### src/rtl/sevenseg_scan_decoder.sv
// sevenseg_scan_decoder: recovers hex digits from a multiplexed active-low seven-segment scan bus.
// Optional macro SEVENSEG_SCAN_DECODER_ERRCNT_EN enables a saturating illegal-glyph counter on err_count.
module sevenseg_scan_decoder #(
  parameter int STABLE_CYCLES = 4
) (
  input  logic        clk,
  input  logic        reset,
  input  logic [7:0]  anodes,
  input  logic [6:0]  segments,
  output logic [31:0] hex_out,
  output logic        frame_valid,
  output logic        pattern_err,
  output logic [7:0]  err_count
);
  logic [7:0]  prev_anodes;
  logic [6:0]  prev_segments;
  logic [7:0]  cnt;
  logic        done;
  logic [31:0] shadow;
  logic [7:0]  mask;
  logic [7:0]  mask_next;
  logic        dwell_ok;
  logic        same;
  logic        sample;
  logic        legal;
  logic [3:0]  nib;
  logic [2:0]  digit;
  assign dwell_ok = $onehot(~anodes);
  assign same     = (anodes == prev_anodes) && (segments == prev_segments);
  assign sample   = (cnt == 8'(STABLE_CYCLES)) && !done;
  // Selected digit index of the dwell held in the previous-cycle registers.
  always_comb begin
    digit = 3'd0;
    for (int i = 0; i < 8; i++)
      if (!prev_anodes[i]) digit = 3'(i);
  end
  // Map an active-low glyph to its nibble; anything outside the 16 glyphs is illegal.
  always_comb begin
    legal = 1'b1;
    nib   = 4'h0;
    case (prev_segments)
      7'h40: nib = 4'h0;
      7'h79: nib = 4'h1;
      7'h24: nib = 4'h2;
      7'h30: nib = 4'h3;
      7'h19: nib = 4'h4;
      7'h12: nib = 4'h5;
      7'h02: nib = 4'h6;
      7'h78: nib = 4'h7;
      7'h00: nib = 4'h8;
      7'h10: nib = 4'h9;
      7'h08: nib = 4'hA;
      7'h03: nib = 4'hB;
      7'h46: nib = 4'hC;
      7'h21: nib = 4'hD;
      7'h06: nib = 4'hE;
      7'h0E: nib = 4'hF;
      default: legal = 1'b0;
    endcase
  end
  // A completed mask is retired this edge, so a coincident capture starts the next frame.
  always_comb begin
    mask_next = &mask ? 8'h00 : mask;
    mask_next = !sample ? mask_next : legal ? (mask_next | (8'h01 << digit)) : 8'h00;
  end
  // Dwell stability counter; done blocks a second sample within the same dwell.
  always_ff @(posedge clk or posedge reset) begin
    if (reset) begin
      prev_anodes   <= 8'hFF;
      prev_segments <= 7'h7F;
      cnt           <= 8'd0;
      done          <= 1'b0;
    end else begin
      prev_anodes   <= anodes;
      prev_segments <= segments;
      cnt           <= !dwell_ok ? 8'd0 : !same ? 8'd1 : (cnt == 8'hFF) ? cnt : cnt + 8'd1;
      done          <= dwell_ok && same && (done || sample);
    end
  end
  // Shadow capture, frame publication and error pulse.
  always_ff @(posedge clk or posedge reset) begin
    if (reset) begin
      shadow      <= 32'h0;
      mask        <= 8'h00;
      hex_out     <= 32'h0;
      frame_valid <= 1'b0;
      pattern_err <= 1'b0;
    end else begin
      frame_valid <= &mask;
      pattern_err <= sample && !legal;
      mask        <= mask_next;
      if (&mask) hex_out <= shadow;
      if (sample && legal) shadow[{digit, 2'b00} +: 4] <= nib;
    end
  end
`ifdef SEVENSEG_SCAN_DECODER_ERRCNT_EN
  // Saturating count of illegal-glyph pulses.
  always_ff @(posedge clk or posedge reset) begin
    if (reset) err_count <= 8'h00;
    else if (pattern_err && err_count != 8'hFF) err_count <= err_count + 8'd1;
  end
`else
  assign err_count = 8'h00;
`endif
endmodule

### config.mk
export PLATFORM = sky130hd
export DESIGN_NAME = sevenseg_scan_decoder
export DESIGN_NICKNAME = d
export VERILOG_FILES = /design/src/rtl/sevenseg_scan_decoder.sv
export SDC_FILE = /design/constraint.sdc
export NUM_CORES = 1
export LEC_CHECK = 0
export BUFFER_PORTS_ARGS = -buffer_cell sky130_fd_sc_hd__buf_2
export CAP_MARGIN = 20
export CORE_MARGIN = 2
export CORE_UTILIZATION = 25
export DETAILED_ROUTE_END_ITERATION = 12
export SYNTH_ARGS = -nofsm -noshare
export SYNTH_HDL_FRONTEND = slang
export SYNTH_SLANG_ARGS = --single-unit
### constraint.sdc
create_clock -name clk -period 3.37 [get_ports clk]
set_input_delay 0.674 -clock clk [delete_from_list [all_inputs] [get_ports clk]]
set_output_delay 0.674 -clock clk [all_outputs]
set_load 0.01 [all_outputs]
---- Yosys cells after proc, flatten, opt, wreduce, memory -nomap -nowiden ----
Cells that the tools add are included.
word-level totals
  bits in registers ....................... 98
  bits of input ports ..................... 17
  word-level logic and storage cells ...... 72
  output and inout bits ................... 42
operators by class
  add/subtract/negate cells ............... 9
  bitwise logic cells ..................... 2
  equal/unequal tests ..................... 21
  mux-type cells .......................... 16
  reduce and logical (&&, ||, !) cells .... 12
  shift-type cells ........................ 3
operators with widths
  cell                                                                     number
  4-bit case mux with 15 select lines                                      1
  8-bit 2-to-1 mux                                                         6
  32-bit bitwise mux                                                       1
  4-bit by 7-bit variable shift with 32-bit output (first input constant)  1
  4-bit by 7-bit indexed part select with 32-bit output                    1
  7-bit equality test (second input constant)                              4
  7-bit by 5-bit equality test with 1-bit output (second input constant)   3
  7-bit by 6-bit equality test with 1-bit output (second input constant)   3
  3-bit 2-to-1 mux                                                         6
  16-bit OR reduction                                                      1
  7-bit by 2-bit equality test with 1-bit output (second input constant)   2
  7-bit by 4-bit equality test with 1-bit output (second input constant)   2
  1-bit by 1-bit adder with 2-bit output                                   4
  8-bit by 1-bit adder with 8-bit output (second input constant)           1
  8-bit by 3-bit equality test with 1-bit output (second input constant)   1
  8-bit equality test                                                      1
  8-bit equality test (second input constant)                              1
  8-bit NOT                                                                1
  8-bit bitwise OR                                                         1
  8-bit AND reduction                                                      1
  1-bit by 3-bit left shift with 8-bit output (first input constant)       1
  7-bit by 3-bit equality test with 1-bit output (second input constant)   1
  7-bit equality test                                                      1
  7-bit zero test                                                          1
  other kinds (9)                                                          17

---- Depth between registers and ports, before layout ----
Gate-level depths: netlist (run 1).
  depth in word-level cells ............... 11
  gate-level depth with buffers ........... 12
  depth with buffers taken out ............ 11

---- Worst setup path before layout (run 1) ----
OpenSTA, ideal clock, no wires.
  kind .................................... input port to flip-flop
  from .................................... in anodes[0]
  to ...................................... reg cnt[2]
  library setup time ...................... 0.095 ns
  arrival time ............................ 3.803 ns
  path buffers ............................ 1
  stages .................................. 12
  path slack .............................. -0.527 ns
  data required time ...................... 3.275 ns
  cells stage by stage .................... fa_1 inv_1 fa_1 fa_1 ha_1 inv_1 fa_1 a2111oi_0 o211ai_1 or2_1 clkbuf_1 a211oi_1
on the way
  cells in the longest elaborated chain, start to end .. 6
  elaborated cells between the ends (all ways) .. 10
  classes of those cells .................. add/sub (3); eq/ne (3); mux (2); bitwise (1); reduce/logical (1)
ends and longest elaborated chain
  what                                                                               RTL line  RTL
  start, declared                                                                    8         input logic [7:0] anodes,
  8-bit NOT                                                                          28        assign dwell_ok = $onehot(~anodes);
  1-bit by 1-bit adder with 2-bit output (not written as such)                       28
  2-bit by 2-bit adder with 3-bit output (not written as such)                       28
  3-bit by 3-bit adder with 4-bit output (not written as such)                       28
  4-bit by 1-bit equality test with 1-bit output                                     28
  3-bit inequality test (no source line) / 8-bit 2-to-1 mux (equally long branches)  n/a
  end signal, assigned                                                               76        cnt <= !dwell_ok ? 8'd0 : !same ? 8'd1 : (cnt == 8'hFF) ? cnt : cnt + 8'd1;
  end, declared                                                                      17        logic [7:0] cnt;
Several ways; a longest one is shown, not always the timed one.
A chain may end at the register's enable or synchronous reset.

---- Worst setup path after layout (run 1) ----
  from .................................... in anodes[0]
  to ...................................... reg cnt[6]
The elaborated chain is that of the path after synthesis.

==> impl_metrics.yaml, run 1 <==
logic_synthesis:
  syn_avg_cell_area_sq_um: 10.4
  synthTopCellsByCount: "dfrtp_1, nand2_1, inv_1"
  yosysMostFrequentCell: "dfrtp_1"
  yosysSeqAreaShare: 0.494
  synth_async_sr_flop_share: 1.00
  ys_seq_elements: 98
  netlist_instances: 482
  synth_top_area_cell: "dfrtp_1"
  synth_top_area_frac: 0.415
  synth_flop_cell: "dfrtp_1"
  synth.area.top_cells: "dfrtp_1, dfstp_2, nand2_1"
  synth-edff-count: 0
  syn-cell-area_sq_um: 5000
  ys_types: 68
  yosysWarnings: 0
layout:
  syn2layout_area_growth_pct: 18.5
  diodes: 0
  instances_no_fill: 803
  fin_nets: 565
  drive_above_1_share: 0.249
  finish.utilization: 0.304
  final_area_sq_um: 5930
place:
  dp_hpwl_um: 7810
  place.gp.congestion: 0.771
  placed_area_sq_um: 5540
  dp_cells: 787
  port_buffers: 50
clocking:
  cts_hold_buf: 0
  numCtsBuffers: 9
  h-tree-depth: 3
  clock_sinks: 98
  cts_buffer_depth: 2
  clock_latency_ns: 0.35
  clk_pin_slew_worst_paths_ns: 0.07
  cts_setup_buffers: 0
  cts_tree: "built"
  root_buffer: "clkbuf_16"
critical_path:
  slowest_stage: "fa_1"
  critPathMaxStageDelay_ns: 0.53
  cp.required_ns: 3.63
  cp-start-kind: "input pin"
  path_max_fanout: 6
  r2r_cells: 10
  crit_path_end_kind: "register"
  cp.arrival_ns: 3.73
  path_cells: "buf_6 > fa_1 > inv_1 > fa_1 > fa_1 > ha_2 > inv_2 > fa_2 > a2111oi_4 > o211ai_1 > or2_4 > a311oi_2"
  crit_top_cell: "fa_1"
  path_class: "input pin to register"
  reg2reg_slack_ns: 0.45
pwr:
  power.density_nw_per_um2: 440
  power_uw: 2610
  p_leak_uw: 0.00272
  peakVddDrop_mv: 0.224
die:
  core_sq_um: 19500
  die_h_um: 145
  initial_core_util: 0.256
  fp.dieArea_sq_um: 21200
  io_pins: 59
  die_w_um: 145
  rows: 51
min_path:
  hp-class: "input pin to async pin"
timing:
  fin_worst_skew_ns: 0.00826
  setup_viol_count_final: 7
  finalHoldViolCount: 0
  rsz0062_at_grt: "yes"
  relSlewSlack: 0.477
  finalCritPeriodShare: 1.03
  timing.fmax_ghz: 0.288
  slew_violations: 0
  tightest_slew_ns: 0.784
  finalWorstPathRequiredPeriod_ns: 3.47
  setup_ws_ns: -0.103
  whs_ns: 0.418
outcome:
  violations: "setup timing"
  status: "finished with violations"
route:
  wirelength_um: 10600
  drtIter0Drc: 156
  drtPass1Iterations: 4
  vias: 3566
  wl_per_cell_um: 13.3
  route.detailed.drc: 0
  vias_per_cell: 4.44
  postRouteAntennaNets: 0
global_route:
  grt_max_degree: 57
  grt_usage: 0.108
  antenna_found_initial: 0
  grt_pass1_vias: 3484
  gr-total-overflow: 0
  grt_pass1_wl_um: 18500
flow_run:
  cap_violations: 0
-- final cells by class --
cell class | count | area [sq um]
Tap cell | 265 | 332
Clock inverter | 6 | 95.1
Timing Repair Buffer | 65 | 377
Sequential cell | 98 | 2470
Multi-Input combinational cell | 323 | 2280
Inverter | 36 | 138
Clock buffer | 10 | 239
Fill cell | 2058 | 13600
-- state kept, by name (all words and copies together), names as in the netlist --
register       count
prev_anodes        8
shadow            32
frame_valid        1
pattern_err        1
mask               8
done               1
cnt                8
hex_out           32
prev_segments      7
-- per-layer routing --
metal  routed length [um]  part of all wire  global-route usage
met2                 4640              0.44               0.154
met4                  154             0.014              0.0353
met1                 5380              0.51               0.158
met5                    0                 0                   0
met3                  470             0.044              0.0292
-- where the power goes --
group	leakage, uW	switching [uW]	internal (uW)
sequential	0.00132	26.3	1200
combinational	0.00124	144	95.6
clock	0.000157	469	679
-- metrics by stage --
stage / TNS [ns] / worst slack, ns
floorplan: -2.20 / -0.364
global placement: -4.04 / -0.524
detailed placement: -4.68 / -0.594
CTS: -0.713 / -0.130
global route: -1.74 / -0.254
finish: -0.513 / -0.103
-- final timing paths --
kind,endpoint,startpoint
worst max-delay path,cnt[6],anodes[0]
worst min-delay path,cnt[3],reset
worst max register to register,shadow[1],prev_anodes[2]
worst min register to register,hex_out[24],hex_out[24]
max in group asynchronous,prev_segments[6],reset
min in group clk,prev_segments[4],segments[4]
-- cells by family (layout without fill, tap and decap cells) --
family | count (synthesis) | in the layout | synth area share
buf+inv | 68 | 117 | 0.0668
xor+xnor | 20 | 20 | 0.0350
fa+ha+maj | 15 | 15 | 0.0435
flops | 98 | 98 | 0.494
other cells | 1 | 8 | 0.000750
simple gates | 174 | 174 | 0.178
mux | 10 | 10 | 0.0233
compound gates | 96 | 96 | 0.158
-- placed cells by master, fill, tap and decap left out, types with 8 or more instances in the layout --
master | Yosys | routed
dfrtp_1 | 83 | 83
nand2_1 | 80 | 80
buf_2 | 3 | 49
inv_1 | 36 | 34
nor2_1 | 27 | 24
xor2_1 | 19 | 19
o21ai_0 | 16 | 16
dfstp_2 | 15 | 15
buf_4 | 16 | 13
nand4_1 | 12 | 12
ha_1 | 11 | 10
o22ai_1 | 9 | 9
clkbuf_16 | 0 | 9
a2bb2oi_1 | 8 | 8
a21oi_1 | 8 | 8
conb_1 | 1 | 8
-- what timing repair did --
item / in CTS / in global routing
gates resized for setup: 6 / 5
setup endpoints to repair: 8 / 8
pin swaps: 2 / 7
-- worst max-delay path: cells and delay by family --
family	cells	cell delay (ns)
adders and majority gates	5	2.02
and+or+nand+nor	1	0.32
AOI/OAI and AO/OA	3	0.54
buffers and inverters	3	0.19
No activity file was read; power rests on OpenSTA's default activity.
==> inputs of run 2 (changes only) <==
- CTS_BUF_LIST: unset -> sky130_fd_sc_hd__clkbuf_8
- TNS_END_PERCENT: unset -> 50
==> run 2 against run 1 <==
Net effect:
- the run still ends with setup timing left
- combinational power about the same
- core utilization decreased by 0.87 points
- first-iteration DRC count increased by 56%
- via count decreased by 2.2%
- routed wire length decreased by 1.6%
- maximum frequency increased by 1.2%
- design area decreased by 2.9%
- power decreased by 15%
- sequential cell count unchanged
- critical path type unchanged
- largest cell class unchanged
==> impl_metrics.yaml, run 2 (synthesis gave the netlist of run 1 again) <==
layout:
  drive_above_1_share: 0.239
  final_common_cell: "dfrtp_1"
  finish.utilization: 0.295
  multi_input_area_sq_um: 2260
  reg_top3: "hex_out (32), shadow (32)"
  instances_no_fill: 800
  seq_area_sq_um: 2470
  mostFrequentLayoutCells: "dfrtp_1, nand2_1, buf_2"
  fillCellCount: 2082
  diodes: 0
  syn2layout_area_growth_pct: 15.1
  fin_nets: 562
critical_path:
  path_max_fanout: 8
  path_class: "input pin to register"
  cp.required_ns: 3.65
  crit_path_end_kind: "register"
  cp.arrival_ns: 3.71
  cp-start-kind: "input pin"
timing:
  fin_worst_skew_ns: 0.0131
  tightest_slew_ns: 0.797
  setup_ws_ns: -0.0624
  timing.fmax_ghz: 0.291
  relSlewSlack: 0.469
  setup_viol_count_final: 2
  finalWorstPathRequiredPeriod_ns: 3.43
  finalHoldViolCount: 0
  rsz0062_at_grt: "yes"
  slew_violations: 0
  finalCritPeriodShare: 1.02
clocking:
  cts_setup_buffers: 0
  cts_hold_buf: 0
  clock_sinks: 98
  clk_pin_slew_worst_paths_ns: 0.09
  clock_latency_ns: 0.37
  cts_buffer_depth: 2
  cts_tree: "built"
  numCtsBuffers: 9
  root_buffer: "clkbuf_8"
  h-tree-depth: 3
outcome:
  status: "finished with violations"
  violations: "setup timing"
die:
  fp.dieArea_sq_um: 21200
  rows: 51
  die_w_um: 145
  core_sq_um: 19500
  die_h_um: 145
  initial_core_util: 0.256
  io_pins: 59
global_route:
  use_met1: 0.155
  antenna_found_initial: 0
  gr-max-usage-layer: "met1"
  gr-usage-met3: 0.0245
  gr-total-overflow: 0
  grt_pass1_wl_um: 17700
  met2_usage: 0.147
  grt_usage: 0.103
  grt_pass1_vias: 3330
  grt_max_degree: 54
route:
  wirelength_um: 10500
  wl_per_cell_um: 13.1
  postRouteAntennaNets: 0
  drtIter0Drc: 243
  vias: 3486
  route.detailed.drc: 0
  vias_per_cell: 4.36
  drtPass1Iterations: 5
flow_run:
  cap_violations: 0
pwr:
  power.density_nw_per_um2: 384
  p_sw_frac: 0.278
  switching_power_uw: 616
  p_seq_frac: 0.553
  p_clk_frac: 0.340
  p_leak_uw: 0.00265
  peakVddDrop_mv: 0.171
  power_uw: 2210
  comb_power_share: 0.107
  intPower_uw: 1600
place:
  place.gp.congestion: 0.768
  dp_cells: 784
  pre_cts_slack_ns: -0.630
  dp_hpwl_um: 7670
  port_buffers: 50
min_path:
  hp-class: "input pin to async pin"
-- run 2: changes by cell type in the layout (fill, tap and decap cells not counted), sizes merged --
cell | before | now
buf | 65 | 62
bufinv | 2 | 0
clkinv | 0 | 1
clkinvlp | 2 | 1
inv | 38 | 40
-- run 2: metrics by stage --
stage / hold WS [ns] / area [sq um] / TNS (ns)
5_1_grt: 0.380 / 5760 / -0.843
6_report: 0.358 / 5760 / -0.0883
3_3_place_gp: 0.445 / 5530 / -3.82
4_1_cts: 0.372 / 5740 / -0.320
3_5_place_dp: 0.456 / 5530 / -4.40
2_1_floorplan: 0.432 / 5050 / -2.26
-- run 2: cell type report --
type                    instances  share of cell area
multi-input cells             323               0.393
clock inverters                 6             0.00978
inverters                      36              0.0239
well taps                     265              0.0576
repair buffers                 62              0.0624
flip-flops and latches         98               0.429
clock buffers                  10              0.0239
-- run 2: layer usage --
metal	wire, um	vias to the layer above
li1	-	1766
met1	5370	1643
met2	4480	71
met3	535	6
met4	83	0
met5	0	-
-- run 2: timing repair --
| action | in CTS | in global routing |
|---|---|---|
| gates resized for setup | 3 | 2 |
| pin swaps | 0 | 8 |
| setup endpoints to repair | 8 | 8 |
-- run 2: critical path: stages --
cell	delay [ns]
buf_6	0.10
fa_1	0.53
inv_1	0.05
fa_1	0.45
fa_1	0.50
ha_2	0.18
inv_2	0.04
fa_2	0.35
a2111oi_4	0.19
o211ai_1	0.15
or2_4	0.32
a311oi_2	0.18
-- run 2: final timing paths --
path / from / endpoint / slack [ns] / depth (start not counted)
max in group asynchronous: reset / prev_anodes[4] / 2.31 / 3
worst max-delay path: anodes[0] / cnt[6] / -0.06 / 12
min in group clk: segments[4] / prev_segments[4] / 0.40 / 1
worst max register to register: prev_anodes[2] / shadow[1] / 0.43 / 10
worst min-delay path: reset / cnt[4] / 0.36 / 2
worst min register to register: hex_out[13] / hex_out[13] / 0.48 / 2
-- run 2: power groups by stage --
stage | registers, uW | clock network (uW) | logic (uW)
finish | 1220 | 754 | 237
global route | 1230 | 830 | 271
global placement | 1240 | 0 | 229
detailed placement | 1250 | 0 | 233
floorplan | 1230 | 0 | 189
CTS | 1220 | 788 | 235
==> inputs of run 3 (changes only) <==
- CORE_UTILIZATION: 25 -> 55
- PLACE_DENSITY: unset -> 0.79
- SLEW_MARGIN: unset -> 20
==> run 3 against run 2 <==
Net effect:
- the flow still finishes with violations (setup timing)
- largest power group unchanged
- routed wire length down 5.1%
- largest cell class unchanged
- critical path type unchanged
- die area is 53% lower
- final cell count shrank 19%
- non-clock buffer count up 5
- worst setup slack got worse by 0.021 ns
- clock skew increased by 0.0015 ns
- sequential cell count unchanged
- sequential power hardly changed
- worst hold slack improved by 0.058 ns
==> impl_metrics.yaml, run 3 (synthesis gave the netlist of run 1 again) <==
outcome:
  status: "finished with violations"
  violations: "setup timing"
layout:
  syn2layout_area_growth_pct: 11.7
  diodes: 0
  reg_top3: "hex_out (32), shadow (32)"
  fillCellCount: 705
  mostFrequentLayoutCells: "dfrtp_1, nand2_1, buf_2"
  final_area_sq_um: 5590
  final_common_cell: "dfrtp_1"
  drive_above_1_share: 0.244
  finish.utilization: 0.637
  fin_nets: 567
critical_path:
  r2r_cells: 10
  cp.arrival_ns: 3.73
  cp.required_ns: 3.65
  cp_top_family: "adder cells"
  path_max_fanout: 8
  crit_top_cell: "fa_1"
  cp_num_cells: 12
  slowest_stage: "fa_1"
  reg2reg_slack_ns: 0.46
  path_class: "input pin to register"
  r2r_end: "shadow[25]"
  critPathMaxStageDelay_ns: 0.53
  crit_buf_inv: 3
  endpoint: "cnt[2]"
  cp-start-kind: "input pin"
  cp-startpoint: "anodes[0]"
  path_cells: "buf_8 > fa_1 > inv_1 > fa_1 > fa_1 > ha_2 > inv_2 > fa_2 > a2111oi_4 > o211ai_1 > or2_4 > a211oi_2"
  r2r_start: "prev_anodes[2]"
  crit_path_end_kind: "register"
clocking:
  clk_pin_slew_worst_paths_ns: 0.10
  numCtsBuffers: 9
  cts_tree: "built"
  clock_sinks: 98
  cts_buffer_depth: 2
  clock_latency_ns: 0.36
  h-tree-depth: 3
  cts_hold_buf: 0
  root_buffer: "clkbuf_8"
global_route:
  grt_max_degree: 55
  gr-total-overflow: 0
  grt_pass1_vias: 3508
  antenna_found_initial: 0
  grt_pass1_wl_um: 16900
  grt_usage: 0.211
pwr:
  p_seq_frac: 0.553
  intPower_uw: 1600
  power.density_nw_per_um2: 396
  peakVddDrop_mv: 0.232
  p_sw_frac: 0.277
  switching_power_uw: 613
  comb_power_share: 0.121
  p_clk_frac: 0.326
  p_leak_uw: 0.00267
die:
  die_h_um: 99.4
  die_w_um: 99.4
  core_sq_um: 8760
  initial_core_util: 0.571
  fp.dieArea_sq_um: 9870
  io_pins: 59
  rows: 34
timing:
  fin_worst_skew_ns: 0.0146
  finalHoldViolCount: 0
  setup_ws_ns: -0.0832
  finalCritPeriodShare: 1.02
  tightest_slew_ns: 0.861
  slew_violations: 0
  rsz0062_at_grt: "yes"
  relSlewSlack: 0.426
  timing.fmax_ghz: 0.290
  setup_viol_count_final: 3
  finalWorstPathRequiredPeriod_ns: 3.45
route:
  vias_per_cell: 5.71
  drtIter0Drc: 236
  route.detailed.drc: 0
  vias: 3703
  drtPass1Iterations: 7
  wl_per_cell_um: 15.3
  postRouteAntennaNets: 0
  wirelength_um: 9940
place:
  dp_hpwl_um: 7180
  place.gp.congestion: 0.871
  port_buffers: 50
  placed_area_sq_um: 5320
min_path:
  hp-class: "input pin to async pin"
flow_run:
  cap_violations: 0
-- run 3: power by group through the flow --
| stage | clock (uW) | combinational [uW] | sequential (uW) |
|---|---|---|---|
| floorplan | 0 | 189 | 1230 |
| finish | 720 | 269 | 1220 |
| CTS | 739 | 265 | 1220 |
| global placement | 0 | 219 | 1240 |
| global route | 782 | 300 | 1230 |
| detailed placement | 0 | 233 | 1240 |
-- run 3: how the worst min path moves through the flow --
stage,slack (ns),depth (start not counted),endpoint
2_1_floorplan,0.43,2,hex_out[17]
3_3_place_gp,0.45,2,hex_out[29]
3_5_place_dp,0.45,2,hex_out[9]
4_1_cts,0.41,1,prev_segments[3]
5_1_grt,0.41,1,prev_segments[6]
6_report,0.42,2,cnt[6]
-- run 3: worst register-to-register path: cells and delay by family (launching register included) --
family                   cells  cell delay (ns)
multiplexers                 1             0.35
buffers and inverters        1             0.09
AND/OR/NAND/NOR              4             0.73
adder cells (fa/ha/maj)      2             0.61
AO/OA/AOI/OAI                2             0.45
flip-flops                   1             0.58
-- run 3: repair_timing --
item,4_1_cts,5_1_grt
setup buffers,4,1
cloned,0,0
gates resized for setup,7,1
pin swaps,8,3
setup endpoints to repair,8,9
-- run 3: per-layer routing --
| layer | share of wire | wire [um] | global-route usage | up-vias |
|---|---|---|---|---|
| met4 | 0.013 | 131 | 0.0706 | 0 |
| met3 | 0.038 | 382 | 0.0281 | 12 |
| met5 | 0 | 0 | 0 | - |
| li1 | - | - | - | 1776 |
| met1 | 0.46 | 4550 | 0.297 | 1816 |
| met2 | 0.49 | 4880 | 0.342 | 99 |
-- run 3: cell type report --
class,count,area (sq um),share of cell area
multi-input combinational,323,2260,0.405
inverter,36,136,0.0244
clock buffer,9,124,0.0222
clock inverter,7,60.1,0.0108
sequential,98,2470,0.442
tap,108,135,0.0242
timing repair buffer,67,395,0.0708
-- run 3: metrics by stage --
step	power (uW)	hold slack, ns	std cells	setup WS [ns]	TNS [ns]
3_3_place_gp	1460	0.452	627	-0.537	-3.68
3_5_place_dp	1480	0.454	627	-0.644	-4.58
6_report	2210	0.416	648	-0.0832	-0.160
4_1_cts	2230	0.405	647	-0.0983	-0.199
5_1_grt	2310	0.413	648	-0.150	-0.709
2_1_floorplan	1420	0.432	489	-0.365	-2.26
